===== src/rtl/vga_text_pkg.sv =====
// Shared types and constants for the text-screen character write path.
// Issue FSM encoding, character width and default FIFO depth.
package vga_text_pkg;

   localparam int CHAR_W          = 7;
   localparam int CHAR_FIFO_DEPTH = 16;
   localparam int OVF_W           = 8;

   typedef enum logic [1:0] {
      IDLE  = 2'd0,
      ISSUE = 2'd1,
      GUARD = 2'd2,
      WAIT  = 2'd3
   } issue_st_t;

   // Saturating increment used by the dropped-write counter.
   function automatic logic [OVF_W-1:0] sat_inc(input logic [OVF_W-1:0] v);
      return (v == {OVF_W{1'b1}}) ? v : v + 1'b1;
   endfunction

endpackage


===== src/rtl/char_fifo_mem.sv =====
// DEPTH x CHAR_W character queue with registered pointers, flags and level.
// The caller guarantees push is only raised when there is room (or a pop frees it).
module char_fifo_mem
   import vga_text_pkg::*;
#(
   parameter int DEPTH = CHAR_FIFO_DEPTH,
   parameter int AW    = $clog2(DEPTH)
) (
   input  logic              HCLK,
   input  logic              HRESETn,
   input  logic              push,
   input  logic [CHAR_W-1:0] push_data,
   input  logic              pop,
   output logic [CHAR_W-1:0] pop_data,
   output logic              full,
   output logic              empty,
   output logic [AW:0]       level
);

   logic [CHAR_W-1:0] mem [DEPTH];
   logic [AW:0]       wptr;
   logic [AW:0]       rptr;
   logic [AW:0]       wptr_nxt;
   logic [AW:0]       rptr_nxt;
   logic [AW:0]       level_nxt;

   assign pop_data = mem[rptr[AW-1:0]];

   // Pointers carry one extra bit so the difference distinguishes full from empty.
   always_comb begin
      wptr_nxt  = wptr + {{AW{1'b0}}, push};
      rptr_nxt  = rptr + {{AW{1'b0}}, pop};
      level_nxt = wptr_nxt - rptr_nxt;
   end

   always_ff @(posedge HCLK or negedge HRESETn) begin
      if (!HRESETn) begin
         wptr  <= '0;
         rptr  <= '0;
         level <= '0;
         full  <= 1'b0;
         empty <= 1'b1;
      end else begin
         wptr  <= wptr_nxt;
         rptr  <= rptr_nxt;
         level <= level_nxt;
         full  <= (level_nxt == (AW+1)'(DEPTH));
         empty <= (level_nxt == '0);
      end
   end

   always_ff @(posedge HCLK) begin
      if (push) begin
         mem[wptr[AW-1:0]] <= push_data;
      end
   end

endmodule


===== src/rtl/vga_char_fifo.sv =====
// Character write buffer between the AHB text write path and the tile-memory port.
// Define VGA_CHAR_FIFO_OVF_EN to enable the saturating dropped-write counter.
module vga_char_fifo
   import vga_text_pkg::*;
#(
   parameter  int DEPTH = CHAR_FIFO_DEPTH,
   localparam int AW    = $clog2(DEPTH)
) (
   input  logic              HCLK,
   input  logic              HRESETn,
   input  logic              wr_en,
   input  logic [CHAR_W-1:0] wr_data,
   output logic              full,
   output logic              empty,
   output logic [AW:0]       level,
   output logic              gen_wen,
   output logic [CHAR_W-1:0] gen_din,
   input  logic              gen_busy,
   output logic [OVF_W-1:0]  ovf_count,
   output issue_st_t         dbg_state
);

   // Handshake: a write is accepted when wr_en is high and the queue is not full,
   // or when it is full but the head is popped on the same edge. gen_wen is a
   // single-cycle pulse; the generator acknowledges only via gen_busy.

   issue_st_t         state;
   issue_st_t         state_nxt;
   logic              pop;
   logic              push;
   logic [CHAR_W-1:0] pop_data;

   assign push      = wr_en & (~full | pop);
   assign dbg_state = state;

   char_fifo_mem #(
      .DEPTH (DEPTH),
      .AW    (AW)
   ) u_mem (
      .HCLK      (HCLK),
      .HRESETn   (HRESETn),
      .push      (push),
      .push_data (wr_data),
      .pop       (pop),
      .pop_data  (pop_data),
      .full      (full),
      .empty     (empty),
      .level     (level)
   );

   always_ff @(posedge HCLK or negedge HRESETn) begin
      if (!HRESETn) begin
         state <= IDLE;
      end else begin
         state <= state_nxt;
      end
   end

   // GUARD gives the generator one cycle to raise busy before WAIT samples it.
   always_comb begin
      state_nxt = state;
      pop       = 1'b0;
      gen_wen   = 1'b0;
      case (state)
         IDLE: begin
            if (~empty & ~gen_busy) begin
               state_nxt = ISSUE;
               pop       = 1'b1;
            end
         end
         ISSUE: begin
            gen_wen   = 1'b1;
            state_nxt = GUARD;
         end
         GUARD: begin
            state_nxt = WAIT;
         end
         WAIT: begin
            if (~gen_busy) begin
               state_nxt = IDLE;
            end
         end
         default: begin
            state_nxt = IDLE;
         end
      endcase
   end

   always_ff @(posedge HCLK or negedge HRESETn) begin
      if (!HRESETn) begin
         gen_din <= '0;
      end else if (pop) begin
         gen_din <= pop_data;
      end
   end

`ifdef VGA_CHAR_FIFO_OVF_EN
   logic drop;

   assign drop = wr_en & full & ~pop;

   always_ff @(posedge HCLK or negedge HRESETn) begin
      if (!HRESETn) begin
         ovf_count <= '0;
      end else if (drop) begin
         ovf_count <= sat_inc(ovf_count);
      end
   end
`else
   assign ovf_count = '0;
`endif

   a_wen_single : assert property (@(posedge HCLK) disable iff (!HRESETn)
      gen_wen |=> !gen_wen);

   a_level_bound : assert property (@(posedge HCLK) disable iff (!HRESETn)
      level <= (AW+1)'(DEPTH));

endmodule


===== config.mk =====
export PLATFORM = sky130hd
export DESIGN_NAME = vga_char_fifo
export DESIGN_NICKNAME = d
export VERILOG_FILES = /design/src/rtl/vga_text_pkg.sv /design/src/rtl/char_fifo_mem.sv /design/src/rtl/vga_char_fifo.sv
export SDC_FILE = /design/constraint.sdc
export NUM_CORES = 1
export LEC_CHECK = 0
export CAP_MARGIN = 10
export CELL_PAD_IN_SITES_DETAIL_PLACEMENT = 1
export CELL_PAD_IN_SITES_GLOBAL_PLACEMENT = 1
export CORE_ASPECT_RATIO = 1.4
export CORE_MARGIN = 10
export CORE_UTILIZATION = 55
export CTS_CLUSTER_DIAMETER = 150
export DETAILED_ROUTE_END_ITERATION = 7
export PLACE_DENSITY = 0.95
export SLEW_MARGIN = 20
export SYNTH_ARGS = -nofsm -noshare
export SYNTH_HDL_FRONTEND = slang
export SYNTH_SLANG_ARGS = --single-unit

===== constraint.sdc =====
create_clock -name HCLK -period 6.5 [get_ports HCLK]
set_input_delay 1.625 -clock HCLK [delete_from_list [all_inputs] [get_ports HCLK]]
set_output_delay 1.625 -clock HCLK [all_outputs]
set_load 0.02 [all_outputs]

# After elaboration in Yosys (flattened, before gate mapping)
# Memory sizes are Yosys's and may differ from the RTL's. A register that Yosys moved wholly into a read port is not among the register bits.
# Index checks and enable logic that the tools add are counted.
# Widths: inputs -> output; s select.
[word_totals] ff_bits=19 latchBits=0 ram_bits=112 mem_bits_ro=0 input_bits=11 output_inout_bits=25 word_cells=34 mem_count=1
[classes] n_addsub=3 n_mul=0 n_div=0 n_lt_le_gt_ge=0 n_eq_ne=6 n_shift=0 n_mux=8 n_bitwise=6 reduce_logical=4
[mem_list] memory="u_mem.mem" words=16 word_bits=7 read_ports=1 rd_ports_with_merged_regs=1 wr=1 line_no="char_fifo_mem.sv:20" source="logic [CHAR_W-1:0] mem [DEPTH];"
[ops] operator="$add 5x1->5" n=2
[ops] operator="$pmux 2 s4" n=1
[ops] operator="$eq 5x5->1 const B" n=1
[ops] operator="$logic_not 5->1" n=1
[ops] operator="$mux 1" n=5
[ops] operator="$sub 5x5->5" n=1
[ops] operator="$eq 2x2->1 const B" n=2
[ops] operator="$mux 2" n=2
[ops] operator="$ne 2x2->1 const B" n=2
[ops] operator="$not 1->1" n=3
[ops] operator="$and 1x1->1" n=2
[ops] operator="$eq 2x1->1 const B" n=1
[ops] operator="$logic_not 2->1" n=1
[ops] operator="$reduce_and 2->1" n=1
[ops] operator="$logic_not 1->1" n=1
[ops] operator="$or 1x1->1" n=1

# Depth between registers and ports, before layout
[depth] ltp_word=9 mapped_depth=15 mapped_depth_nobuf=15

# Modules after synthesis
# From an unflattened synthesis, not the netlist that was laid out.
[unflattened] hier_cells=292 area_unflattened_um2=5637.9
[by_module_without_submodules] mod="char_fifo_mem" instances=1 cells_each=250 area_each_um2=5097.4 seq_area_each_um2=3789.9
[by_module_without_submodules] mod="vga_char_fifo" instances=1 cells_each=42 area_each_um2=540.5 seq_area_each_um2=225.2

# Worst setup path before layout
# OpenSTA, ideal clock, no wires.
[synth_path] kind="input to register" from="input port gen_busy" to="register u_mem.full" setup_ns=0.119 arrival_ns=3.805 t_required_ns=6.381 setup_slack_ns=2.576 stages=14 n_path_buf=0 cell_sequence="nor2_1 > nand2_1 > inv_1 > o21ai_0 > inv_1 > ha_1 > ha_1 > inv_1 > fa_1 > inv_1 > a21o_1 > a21oi_1 > xnor3_1 > and2_1"
[synth_via] elab_chain_len=9
[synth_lines] element="start: declaration" line_no="vga_char_fifo.sv:18" source="input logic gen_busy,"
[synth_lines] element="$not 1->1"
[synth_lines] element="$and 1x1->1" line_no="vga_char_fifo.sv:66" source="if (~empty & ~gen_busy) begin"
[synth_lines] element="$mux 1" line_no="vga_char_fifo.sv:66"
[synth_lines] element="$mux 1" line_no="vga_char_fifo.sv:64" source="case (state)"
[synth_lines] element="named net pop" line_no="vga_char_fifo.sv:29" source="logic pop;"
[synth_lines] element="$or 1x1->1" line_no="vga_char_fifo.sv:33" source="assign push = wr_en & (~full | pop);"
[synth_lines] element="$and 1x1->1" line_no="vga_char_fifo.sv:33"
[synth_lines] element="$add 5x1->5" line_no="char_fifo_mem.sv:31" source="wptr_nxt = wptr + {{AW{1'b0}}, push};"
[synth_lines] element="named net u_mem.wptr_nxt[1]" line_no="char_fifo_mem.sv:23" source="logic [AW:0] wptr_nxt;"
[synth_lines] element="$sub 5x5->5" line_no="char_fifo_mem.sv:33" source="level_nxt = wptr_nxt - rptr_nxt;"
[synth_lines] element="named net u_mem.level_nxt[4]" line_no="char_fifo_mem.sv:25" source="logic [AW:0] level_nxt;"
[synth_lines] element="$eq 5x5->1" line_no="char_fifo_mem.sv:47" source="full <= (level_nxt == (AW+1)'(DEPTH));"
[synth_lines] element="end signal: assignment" line_no="char_fifo_mem.sv:47"
[synth_lines] element="end: declaration" line_no="char_fifo_mem.sv:15" source="output logic full,"
# The timed path passes the listed nets, and every way through them passes these cells.
# A chain may end at the register's enable or synchronous reset.

# Worst setup path after layout
[layout_path] from="input port gen_busy" to="register u_mem.full"
[layout_via] elab_chain_len=9
[layout_lines] element="$not 1->1 (*)"
[layout_lines] element="$and 1x1->1 (*)" line_no="vga_char_fifo.sv:66"
[layout_lines] element="$mux 1 (*)" line_no="vga_char_fifo.sv:66"
[layout_lines] element="$mux 1 (*)" line_no="vga_char_fifo.sv:64"
[layout_lines] element="named net pop" line_no="vga_char_fifo.sv:29"
[layout_lines] element="$or 1x1->1" line_no="vga_char_fifo.sv:33"
[layout_lines] element="$and 1x1->1" line_no="vga_char_fifo.sv:33"
[layout_lines] element="$add 5x1->5" line_no="char_fifo_mem.sv:31"
[layout_lines] element="$sub 5x5->5 (*)" line_no="char_fifo_mem.sv:33"
[layout_lines] element="named net u_mem.level_nxt[4]" line_no="char_fifo_mem.sv:25"
[layout_lines] element="$eq 5x5->1 (*)" line_no="char_fifo_mem.sv:47"
# Mark *: on every way through the listed nets, which the timed path passes. The rest lies on a longest branch.

==> results by group <==
Global route
  – Vias in the first global route: around 3300
  – Initial antenna violation count: 0
  – Total grt overflow: 0
  – GRT Max-Usage Layer: met2
  – Pin count of the biggest net entering global routing: 30
  – Grt met1 use: 0.2480
  – M3 GR Usage: 0.04683
  – First-pass GRT wire length: around 22 mm
  – GR Util met2: 0.3492
  – GRT Util Overall: 0.2077

Pwr
  – Leak: about 2.4 nW
  – Worst vdd ir: 0.0002434 V
  – Psw: around 1.2 mW
  – Seq pwr share: 0.362
  – P_int: around 2.4 mW
  – PD cells: ~530 nW/um^2
  – Clock share of power: 0.306
  – Sw frac: 0.3358
  – Power share of the combinational group: 0.332

STA
  – Final setup vio count: 0
  – RSZ-0062 raised after global routing: no
  – Clk_skew: a little under 10 ps
  – Fmax: ~0.19 GHz
  – Fin Setup TNS: 0 ps
  – Worst-margin pin slew: 1138 ps
  – Final Cycle Share: 0.7938
  – Post-route minimum period: between 5000 and 6000 ps
  – Final-report max-slew violation count: 0
  – Final Hold Fails: 0
  – Setup slack after layout: 1341 ps
  – Slew HR: 0.2415
  – Hold WS: approximately 510 ps

Setup path
  – CP Launch Type: primary input
  – R2r endpoint: u_mem.full$_DFF_PN0_
  – R2R Setup Slk: ~2300 ps
  – Slowest stage delay, CP: ~500 ps
  – CP max stage cell: o21ai_0
  – Delay-heaviest family, CP: compound AO/OA/AOI/OAI gates
  – Worst setup EP type: register
  – Worst r2r path cells: 14
  – Crit path launch: gen_busy
  – Most used cell, CP: ha_1
  – CP Cell Sequence: clkdlybuf4s50_1, nor2_1, nand2_1, inv_1, o21ai_0, inv_1, ha_1, ha_1, xor2_1, ha_1, a21o_1, a21oi_1, xnor3_1, and2_1
  – Critical Path AT: around 5500 ps
  – Crit-path max FO: 14
  – Worst path bufs/invs: 3
  – WS Path Type: primary input to register
  – R2R Path Start: dbg_state[1]$_DFFE_PN0P_
  – CP Data Required Time: a little under 7000 ps

Cells and area
  – Final nets: roughly 370
  – Fill cell count: approximately 840
  – Area grow syn2layout: 17.78%
  – Layout cells sized above 1: 0.1700
  – Fin area: around 6700 um^2
  – Ant diodes: 0

Synthesis
  – Mapped Area: about 5700 um^2
  – Yosys reg bits: 138
  – Synth Flop Type: edfxtp_1
  – Cells after Synth: about 300
  – Ys async rst share: 0.1884
  – Number of flops mapped to enable cells by yosys: ~110
  – Post-synthesis average cell area: 18.60 um^2
  – Yosys warnings: 0
  – Sequential-to-total area share from yosys stat: 0.7053
  – Post-synth cell types: 37

Floorplanning
  – Num rows: 43
  – Starting Density: 0.5689
  – Die area: roughly 15000 um^2
  – I/O Pins: 36
  – Die W: around 110 um
  – Core footprint: around 10000 um^2
  – Die height: between 100 and 150 um

Detailed routing
  – Wire per inst: roughly 30 um
  – Total wire length: ~15 mm
  – Starting DRC count in detailed routing: between 150 and 200
  – Via Count: between 3000 and 4000
  – Vias per inst: 6.238
  – DR pass1 iterations: 5
  – Final ANT Viol Nets: 0
  – # DRC: 0

Outcome
  – Status: complete, no violations

Run
  – Max Cap Viol: 0

Min path
  – Hold Path Sink: gen_din[5]$_DFFE_PN0P_
  – Hold Path Class: register to register
  – Worst hold start: gen_din[5]$_DFFE_PN0P_
  – Worst hold path depth: 2

Clocking
  – Clock Latency Late Sink: 420 ps
  – Post-cts resize count: 0
  – Root Driver: clkbuf_16
  – CTS max path bufs: 2
  – CTS buffer count: 17
  – H-tree levels: 4
  – Clk slew on worst S/H paths: around 60 ps
  – CTS tree: done
  – Post-CTS setup buffers: 0
  – Hold-fix buffers, CTS: 0
  – CTS sink cnt: 138

Place
  – DP Wirelength: around 8.4 mm
  – Placed cell areas: between 6000 and 7000 um^2
  – IO Port Bufs: 27
  – RePlAce Congestion: around 0.83
  – Pre-CTS WS: 1288 ps
## logic make-up after synthesis
family,share of synthesized area
AO/OA/AOI/OAI,0.02088
multiplexers,0.1470
adder cells (fa/ha/maj),0.03209
other,0.0006587
flip-flops,0.7053
AND/OR/NAND/NOR,0.03846
XOR/XNOR,0.02242
buffers and inverters,0.03318
## worst max-delay path by stage
stage | depth (start not counted) | to
after floorplan | 14 | u_mem.full$_DFF_PN0_
after global placement | 15 | u_mem.full$_DFF_PN0_
after detailed placement | 14 | u_mem.empty$_DFF_PN1_
after CTS | 14 | u_mem.full$_DFF_PN0_
after global routing | 14 | u_mem.full$_DFF_PN0_
final | 14 | u_mem.full$_DFF_PN0_
## through the flow
step	std cells	util	total power [mW]
3_5_place_dp	456	0.6029	2.371
3_3_place_gp	456	0.6029	2.265
6_report	488	0.6700	3.542
2_1_floorplan	313	-	2.004
5_1_grt	488	0.6700	3.680
4_1_cts	488	0.6685	3.539
## Yosys cell counts (2+ instances only)
cell      number  share of area
mux4_1        12          0.055
inv_1         15         0.0099
and2_1         2         0.0022
mux4_2        17          0.067
buf_4          8          0.011
edfxtp_1     112           0.59
nand2_1        7         0.0046
clkbuf_1       4         0.0026
dfrtp_1       25           0.11
nor2_1        17          0.011
nand2b_1       2         0.0022
mux2i_1        6          0.011
nand3_1        6         0.0053
xor2_1         5         0.0077
nor3_1        11         0.0097
ha_1          13          0.029
a221o_1        6          0.011
buf_2          3         0.0026
buf_1          3         0.0020
xnor2_1        7          0.011
mux2_2         7          0.014
a21oi_1        3         0.0026
## power groups by stage
| stage | logic (mW) | registers, mW | clock network (mW) |
|---|---|---|---|
| 6_report | 1.18 | 1.28 | 1.08 |
| 5_1_grt | 1.25 | 1.30 | 1.13 |
| 4_1_cts | 1.17 | 1.27 | 1.09 |
| 3_5_place_dp | 1.09 | 1.28 | 0 |
| 3_3_place_gp | 1.01 | 1.26 | 0 |
| 2_1_floorplan | 0.774 | 1.23 | 0 |
## worst register-to-register path, cell delays in order, from the launching register on
cell and delay [ps]:
dfrtp_1 440, inv_1 130, ha_1 250, nand2_1 410, inv_1 230, o21ai_0 500, inv_1 200, ha_1 260
ha_1 240, xor2_1 190, ha_1 370, a21o_1 200, a21oi_1 250, xnor3_1 310, and2_1 160
## layout make-up
type | count | area, um^2 | share of cell area
Sequential cell | 138 | 4015 | 0.5988
Clock inverter | 13 | 224.0 | 0.03340
Multi-Input combinational cell | 140 | 1535 | 0.2290
Inverter | 15 | 56.30 | 0.008397
Timing Repair Buffer | 28 | 272.8 | 0.04068
Tap cell | 135 | 168.9 | 0.02519
Clock buffer | 19 | 432.9 | 0.06456
## layer usage
| layer | wire [um] | up-vias |
|---|---|---|
| met5 | 0 | - |
| met3 | 775 | 32 |
| met4 | 442 | 0 |
| met1 | 5830 | 1608 |
| met2 | 7736 | 154 |
| li1 | - | 1250 |
## registers in the layout (all words and copies together) (netlist names)
register and count:
dbg_state 2, gen_din 7, u_mem.level 5, u_mem.full 1, u_mem.rptr 5, u_mem.mem 112
u_mem.wptr 5, u_mem.empty 1
## placed cells by master (no fill, tap or decap), types with 2 or more instances in the layout
| master | n |
|---|---|
| nor3_2 | 4 |
| xnor2_1 | 7 |
| clkdlybuf4s50_1 | 26 |
| clkbuf_16 | 17 |
| mux4_2 | 17 |
| nor3_1 | 7 |
| inv_1 | 15 |
| xor2_1 | 5 |
| bufinv_16 | 6 |
| a21oi_1 | 3 |
| nand2_1 | 7 |
| nand3_1 | 6 |
| nand2b_1 | 2 |
| dfrtp_1 | 25 |
| mux2_2 | 7 |
| clkbuf_1 | 2 |
| a221o_1 | 6 |
| ha_1 | 13 |
| clkinv_2 | 3 |
| and2_1 | 2 |
| conb_1 | 8 |
| clkinv_4 | 2 |
| mux4_1 | 12 |
| edfxtp_1 | 112 |
| mux2i_1 | 6 |
| nor2_1 | 17 |
Note: power is estimated with default switching activity, not from simulation.
